File: config.mk
export PLATFORM = sky130hd
export DESIGN_NAME = fp_addsub_controller
export DESIGN_NICKNAME = d
export VERILOG_FILES = /design/src/rtl/fp_addsub_controller.sv
export SDC_FILE = /design/constraint.sdc
export NUM_CORES = 1
export LEC_CHECK = 0
export BUFFER_PORTS_ARGS = -buffer_cell sky130_fd_sc_hd__clkbuf_2
export CAP_MARGIN = 20
export CORE_ASPECT_RATIO = 1.4
export CORE_UTILIZATION = 40
export CTS_CLUSTER_DIAMETER = 200
export DETAILED_ROUTE_END_ITERATION = 7
export GPL_TIMING_DRIVEN = 0
export PLACE_DENSITY = 0.71
export SLEW_MARGIN = 5
export SYNTH_ARGS = -nofsm -noshare
export SYNTH_HDL_FRONTEND = slang
export SYNTH_SLANG_ARGS = --single-unit
File: constraint.sdc
create_clock -name clk -period 3.1 [get_ports clk]
set_clock_uncertainty 0.2 [all_clocks]
set_input_delay 0.31 -clock clk [delete_from_list [all_inputs] [get_ports clk]]
set_output_delay 0.31 -clock clk [all_outputs]
set_load 0.01 [all_outputs]
File: src/rtl/fp_addsub_controller.sv
// rtl/fp_addsub_controller.sv - sequencing and select control for the single-precision add/sub datapath
module fp_addsub_controller #(
    parameter int MAX_NORM_ITER = 27,
    parameter int SHIFT_SAT     = 27
) (
    input  logic        clk,
    input  logic        reset,
    input  logic        start,
    input  logic [1:0]  op_in,
    input  logic [7:0]  expDiff,
    input  logic [26:0] fracResult,
    input  logic        carry,
    input  logic [31:0] result_in,
    output logic        smallerExpSrc,
    output logic [7:0]  shiftRightQtt,
    output logic [1:0]  operation,
    output logic        normalization_src,
    output logic        shift_src,
    output logic        busy,
    output logic        done,
    output logic        err,
    output logic        zero,
    output logic [31:0] result_out
);
    localparam int CW = $clog2(MAX_NORM_ITER + 1);
    localparam logic [CW-1:0] MAX_CNT = CW'(MAX_NORM_ITER);
    localparam logic [8:0]    SAT9    = 9'(SHIFT_SAT);

    typedef enum logic [2:0] {S_IDLE, S_ALIGN, S_NORM, S_RENORM, S_DONE} state_t;

    state_t      state_q, state_d;
    logic [CW-1:0] count_q, count_d;
    logic        small_q, small_d;
    logic [7:0]  shift_q, shift_d;
    logic [1:0]  op_q, op_d;
    logic        nsrc_q, nsrc_d;
    logic        ssrc_q, ssrc_d;
    logic        busy_q, busy_d;
    logic        done_q, done_d;
    logic        err_q, err_d;
    logic        zero_q, zero_d;
    logic [31:0] res_q, res_d;

    // Magnitude is formed in 9 bits so that -(-128) does not wrap before saturation.
    logic [8:0]    exp_mag;
    logic [7:0]    exp_sat;
    logic [CW-1:0] count_inc;

    assign exp_mag   = expDiff[7] ? (9'd0 - {1'b1, expDiff}) : {1'b0, expDiff};
    assign exp_sat   = (exp_mag > SAT9) ? SAT9[7:0] : exp_mag[7:0];
    assign count_inc = count_q + 1'b1;

    always_comb begin
        state_d = state_q;
        count_d = count_q;
        small_d = small_q;
        shift_d = shift_q;
        op_d    = op_q;
        nsrc_d  = nsrc_q;
        ssrc_d  = ssrc_q;
        busy_d  = busy_q;
        done_d  = 1'b0;
        err_d   = err_q;
        zero_d  = zero_q;
        res_d   = res_q;
        case (state_q)
            S_IDLE: begin
                if (start) begin
                    busy_d = 1'b1;
                    zero_d = 1'b0;
                    if (!op_in[1]) begin
                        op_d    = op_in;
                        err_d   = 1'b0;
                        state_d = S_ALIGN;
                    end else begin
                        err_d   = 1'b1;
                        done_d  = 1'b1;
                        state_d = S_DONE;
                    end
                end
            end
            S_ALIGN: begin
                small_d = ~expDiff[7];
                shift_d = exp_sat;
                nsrc_d  = 1'b1;
                state_d = S_NORM;
            end
            S_NORM: begin
                if (!carry && fracResult == 27'd0) begin
                    zero_d  = 1'b1;
                    res_d   = 32'd0;
                    done_d  = 1'b1;
                    state_d = S_DONE;
                end else begin
                    ssrc_d  = carry;
                    nsrc_d  = 1'b0;
                    count_d = '0;
                    state_d = S_RENORM;
                end
            end
            S_RENORM: begin
                if (fracResult[26]) begin
                    res_d   = result_in;
                    done_d  = 1'b1;
                    state_d = S_DONE;
                end else if (fracResult == 27'd0) begin
                    zero_d  = 1'b1;
                    res_d   = 32'd0;
                    done_d  = 1'b1;
                    state_d = S_DONE;
                end else begin
                    ssrc_d  = 1'b0;
                    count_d = count_inc;
                    if (count_inc == MAX_CNT) begin
                        err_d   = 1'b1;
                        done_d  = 1'b1;
                        state_d = S_DONE;
                    end
                end
            end
            S_DONE: begin
                busy_d  = 1'b0;
                state_d = S_IDLE;
            end
            default: state_d = S_IDLE;
        endcase
    end

    always_ff @(posedge clk) begin
        if (reset) begin
            state_q <= S_IDLE;
            count_q <= '0;
            small_q <= 1'b1;
            shift_q <= 8'd0;
            op_q    <= 2'b00;
            nsrc_q  <= 1'b1;
            ssrc_q  <= 1'b0;
            busy_q  <= 1'b0;
            done_q  <= 1'b0;
            err_q   <= 1'b0;
            zero_q  <= 1'b0;
            res_q   <= 32'd0;
        end else begin
            state_q <= state_d;
            count_q <= count_d;
            small_q <= small_d;
            shift_q <= shift_d;
            op_q    <= op_d;
            nsrc_q  <= nsrc_d;
            ssrc_q  <= ssrc_d;
            busy_q  <= busy_d;
            done_q  <= done_d;
            err_q   <= err_d;
            zero_q  <= zero_d;
            res_q   <= res_d;
        end
    end

    assign smallerExpSrc     = small_q;
    assign shiftRightQtt     = shift_q;
    assign operation         = op_q;
    assign normalization_src = nsrc_q;
    assign shift_src         = ssrc_q;
    assign busy              = busy_q;
    assign done              = done_q;
    assign err               = err_q;
    assign zero              = zero_q;
    assign result_out        = res_q;
endmodule
==> results of run 1 <==
-- kinds of logic (layout without fill, tap and decap cells) --
family / after synthesis / after routing
simple gates: 77 / 77
fa+ha+maj: 3 / 3
xor+xnor: 3 / 3
other cells: 1 / 1
buf+inv: 20 / 164
flops: 56 / 56
mux: 2 / 2
compound gates: 73 / 73
-- stage by stage --
stage	instances	utilization	setup WS, ns	cell area, µm²	total power (µW)
2_1_floorplan	235	-	1.23	2470	873
3_5_place_dp	424	0.534	0.927	3150	966
4_1_cts	445	0.572	1.04	3380	1390
6_report	449	0.579	1.06	3420	1380
5_1_grt	449	0.579	0.866	3420	1450
3_3_place_gp	424	0.534	0.923	3150	962
-- where the power goes --
group	internal, µW	switching, µW
sequential	738	11.3
combinational	111	106
clock	165	250
-- layer usage --
metal,wire length (µm),up-vias,global-route usage
li1,-,1173,-
met1,2400,1074,0.204
met2,3150,64,0.338
met3,253,11,0.0338
met4,127,0,0.0833
met5,0,-,0
-- worst min-delay path by stage --
stage                              start        endpoint  slack (ns)  depth (start not counted)
after global placement         shift_src       shift_src        0.25                          2
after floorplan             result_in[0]   result_out[0]        0.24                          1
after global routing       result_in[21]  result_out[21]      0.0009                          2
after detailed placement  result_out[27]  result_out[27]        0.26                          1
after CTS                   result_in[2]   result_out[2]       0.001                          2
final                      result_in[11]  result_out[11]       0.003                          2
-- layout make-up --
| class | count | share of cell area |
|---|---|---|
| well taps | 70 | 0.0256 |
| plain buffers | 14 | 0.0341 |
| inverters | 6 | 0.00659 |
| flip-flops and latches | 56 | 0.328 |
| repair buffers | 136 | 0.224 |
| clock inverters | 3 | 0.00732 |
| multi-input cells | 159 | 0.354 |
| clock buffers | 5 | 0.0201 |
-- worst max-delay path, delay by kind of cell (launching register included) --
| kind | cells | cell delay [ns] |
|---|---|---|
| fa+ha+maj | 1 | 0.27 |
| flops | 1 | 0.47 |
| compound gates | 4 | 0.83 |
| simple gates | 1 | 0.17 |
-- cell usage after synthesis (all sizes together), types with 3 or more instances --
| library cell | n |
|---|---|
| nor2b | 3 |
| o21ai | 8 |
| buf | 5 |
| and3 | 4 |
| ha | 3 |
| nand2b | 3 |
| inv | 6 |
| nor4 | 10 |
| a22o | 32 |
| nand2 | 13 |
| dfxtp | 56 |
| or3b | 4 |
| nand3 | 8 |
| nor3 | 9 |
| nor2 | 11 |
| o22ai | 3 |
| clkbuf | 9 |
| a21oi | 5 |
-- sequential cells by signal, summed over array words and instances (netlist names) --
signal and count:
busy 1, zero 1, count_q 5, err 1, shift_src 1, shiftRightQtt 8
operation 1, normalization_src 1, state_q 3, smallerExpSrc 1, done 1, result_out 32
-- timing repair --
item | CTS | global route
hold buffers | 13 | 4
hold endpoints to repair | 13 | 4
setup buffers | 0 | 0
==> results.json, run 1 <==
{
  "syn-num-nets": 311,
  "cts_buffer_depth": 2,
  "slew_violations": 0,
  "drtIter0Drc": 73,
  "yosys.area_share.xor_xnor": 0.0106,
  "seq_area_frac_synth": 0.454,
  "cts_root_buf": "clkbuf_8",
  "netlist.area_leader.share": 0.454,
  "hold_slack_ns": 0.00345,
  "synth_adder_area_share": 0.0152,
  "ys_warn_count": 0,
  "areaGrowthSynthToFinish_pct": 38.3,
  "cts_tree": "yes",
  "min_path_type": "primary input to flop",
  "synth_seq_cells": 56,
  "timing.rr.end": "state_q[0]",
  "routedWlPerCell_um": 13.2,
  "final_cell_mix": "119 x clkbuf_2, 56 x dfxtp_1, 32 x a22o_1",
  "maxCapViolations": 0,
  "dieHeight_um": 95.0,
  "clkSlewWorstSetupHoldPaths_ns": 0.11,
  "insertion_delay_ns": 0.31,
  "antenna_found_initial": 0,
  "dieArea_um2": 6500,
  "crit_fanout": 7,
  "syn_area_um2": 2470,
  "num_vias": 2322,
  "synth_edf_count": 0,
  "ff_latch_area_um2": 1120,
  "grt_max_degree": 20,
  "tns_ns": 0,
  "routabilityCongestion": 0.778,
  "grt_pass1_vias": 2103,
  "clock.fmax_mhz": 491,
  "min_period_ns": 2.04,
  "io_buffers": 119,
  "hold_violations": 0,
  "vias_per_cell": 5.17,
  "yosys_most_used_dff": "dfxtp_1",
  "gr-total-overflow": 0,
  "rows": 33,
  "crit_path_top_delay_cell": "dfxtp_1",
  "ir_drop_uv": 245,
  "avgSynthCellArea_um2": 10.5,
  "final_common_cell": "clkbuf_2",
  "cts.sinks": 56,
  "rrSetupSlack_ns": 1.06,
  "pin_count": 122,
  "n_fill_cell": 551,
  "antenna_cells": 0,
  "r2r_cells": 6,
  "synth-compound-area-share": 0.243,
  "worstMarginPinSlew_ns": 0.528,
  "hpwl_um": 4540,
  "synth_top_family_by_area": "compound AO/OA/AOI/OAI gates",
  "cp.arrival_ns": 2.05,
  "powerDensity_nw_per_um2": 404,
  "cts-resized-gates": 0,
  "grtUsageTotal": 0.187,
  "drive_gt1_frac": 0.406,
  "die_x_um": 68.4,
  "synthSimpleGateAreaFrac": 0.212,
  "synth_cell_types": 60,
  "htreeDepth": 2,
  "path_cells": "ha_1 -> nand3_1 -> a2111oi_2 -> a211o_1 -> a22oi_1 -> o21a_1",
  "setup_viol": 0,
  "required_ns": 3.11,
  "status": "finished, final reports clean",
  "regToRegStartpoint": "count_q[0]",
  "path_class": "flop to flop",
  "drt_wl_total_um": 5930,
  "async_flop_share": 0,
  "fin_crit_sh": 0.657,
  "startpoint": "count_q[0]",
  "synth_top_cell_by_area": "dfxtp_1",
  "multi_input_area_um2": 1210,
  "drc_errors": 0,
  "crit_end": "state_q[0]",
  "initial_utilization": 0.418,
  "rsz0062_at_grt": "false",
  "core_um2": 5900,
  "fin_nets": 454,
  "cpPeakStageDelay_ns": 0.47,
  "relSlewSlack": 0.646,
  "postRouteAntennaNets": 0,
  "numCtsBuffers": 5,
  "leakagePower_uw": 0.00160,
  "muxShareOfSynthArea": 0.00811,
  "firstDrtPassIters": 4,
  "syn_inst": 235,
  "grt_pass1_wl_um": 9290,
  "crit_path_end_kind": "flop",
  "netlist_top_cells_area": "dfxtp_1 45%, a22o_1 11%, nor4_4 3.4%",
  "start_kind": "flop"
}
(Power assumes the default switching activity.)
==> run 2: changes to the inputs <==
PLACE_DENSITY = 0.74   (was 0.71)
clock period = 1.6 ns   (was 3.1 ns; I/O delays follow)
==> results.json, run 2 (same netlist as run 1, synthesis figures left out) <==
{
  "status": "finished with violations",
  "violations": "setup timing",
  "largest_reg_flops": 32,
  "slew_violations": 0,
  "num_vias": 2579,
  "io_buffers": 119,
  "rows": 33,
  "routabilityCongestion": 0.785,
  "required_ns": 1.62,
  "cts_buffer_depth": 2,
  "grt_pass1_vias": 2645,
  "rrSetupSlack_ns": -0.18,
  "areaGrowthSynthToFinish_pct": 60.4,
  "rsz0062_at_grt": "true",
  "cp.arrival_ns": 1.80,
  "antenna_cells": 0,
  "final_cell_mix": "122 x clkbuf_2, 51 x dfxtp_1, 34 x dlygate4sd3_1",
  "final_common_cell": "clkbuf_2",
  "hpwl_um": 4870,
  "cts_tree": "yes",
  "ir_drop_uv": 579,
  "fin_crit_sh": 1.11,
  "clkSlewWorstSetupHoldPaths_ns": 0.11,
  "min_path_type": "primary input to flop",
  "start_kind": "flop",
  "relSlewSlack": 0.647,
  "firstDrtPassIters": 4,
  "placed_cell_area_um2": 3230,
  "switchingPower_uw": 773,
  "intPower_uw": 2060,
  "core_um2": 5900,
  "hold_slack_ns": 0.0134,
  "routedWlPerCell_um": 14.9,
  "postRouteAntennaNets": 0,
  "final_area_um2": 3960,
  "numCtsBuffers": 5,
  "insertion_delay_ns": 0.31,
  "setup_viol": 44,
  "path_class": "flop to flop",
  "hold_violations": 0,
  "worstMarginPinSlew_ns": 0.524,
  "vias_per_cell": 5.26,
  "crit_fanout": 6,
  "dieArea_um2": 6500,
  "initial_utilization": 0.418,
  "pre_cts_slack_ns": -0.264,
  "drive_gt1_frac": 0.488,
  "tns_ns": -6.00,
  "drt_wl_total_um": 7280,
  "fin_nets": 495,
  "htreeDepth": 2,
  "gr-total-overflow": 0,
  "combinationalPowerShare": 0.198,
  "grt_max_degree": 20,
  "cts_root_buf": "clkbuf_8",
  "clockPowerShare": 0.290,
  "clock.fmax_mhz": 561,
  "leakagePower_uw": 0.00183,
  "switching_share": 0.273,
  "crit_path_end_kind": "flop",
  "dieHeight_um": 95.0,
  "pin_count": 122,
  "die_x_um": 68.4,
  "cts.sinks": 56,
  "p_seq_frac": 0.513,
  "drc_errors": 0,
  "drtIter0Drc": 82,
  "n_fill_cell": 456,
  "min_period_ns": 1.78,
  "powerDensity_nw_per_um2": 714,
  "maxCapViolations": 0,
  "antenna_found_initial": 0,
  "grt_pass1_wl_um": 11600,
  "grtUsageTotal": 0.235,
  "finalPower_uw": 2830,
  "setup_ws_ns": -0.183
}
-- run 2: cell types whose count changed in the layout (fill, tap and decap cells not counted), sizes merged --
cell / delta
buf: +26
dlygate4sd3: +17
clkbuf: -2
clkinv: +1
inv: -1
-- run 2: power by group through the flow --
| stage | registers (µW) | clock network [µW] | logic, µW |
|---|---|---|---|
| 5_1_grt | 1460 | 888 | 606 |
| 4_1_cts | 1450 | 832 | 517 |
| 3_5_place_dp | 1480 | 0 | 403 |
| 6_report | 1450 | 819 | 559 |
| 2_1_floorplan | 1490 | 0 | 207 |
| 3_3_place_gp | 1480 | 0 | 393 |
-- run 2: worst paths after layout --
| check | cells after the start | to | startpoint |
|---|---|---|---|
| max | 7 | result_out[12] | state_q[2] |
| min | 3 | zero | start |
| max reg2reg | 7 | result_out[12] | state_q[2] |
| min reg2reg | 1 | shiftRightQtt[6] | shiftRightQtt[6] |
-- run 2: repair_timing --
action | in CTS | in global routing
buffers inserted | 16 | 8
pin swaps | 10 | 8
resized for setup | 21 | 14
hold buffers | 34 | 0
endpoints found under the setup margin | 46 | 49
endpoints found under the hold margin | 34 | 0
cloned | 1 | 0
-- run 2: metal layers --
metal  global-route usage  wire [µm]  share of wire
met3               0.0435        262          0.036
met1                0.231       2620           0.36
met5                    0          0              0
met4               0.0920        193          0.027
met2                0.458       4210           0.58
-- run 2: final cells by class --
cell class	count	area (µm²)	area share
inverters	6	22.5	0.00568
flip-flops and latches	56	1130	0.286
plain buffers	13	121	0.0306
well taps	70	87.6	0.0221
clock inverters	3	27.5	0.00695
multi-input cells	159	1360	0.344
clock buffers	5	68.8	0.0174
repair buffers	178	1140	0.287
-- run 2: per-stage QoR --
stage	util	instances
after floorplan	-	235
after global routing	0.671	490
after detailed placement	0.547	424
final	0.671	490
after global placement	0.547	424
after CTS	0.655	482
-- run 2: worst max-delay path, stage by stage, from the launching register on --
cell and delay, ns:
dfxtp_2 0.34, buf_4 0.14, and3b_1 0.22, nand2_1 0.09
o21ai_1 0.16, a21oi_4 0.13, buf_4 0.17, a22o_1 0.24
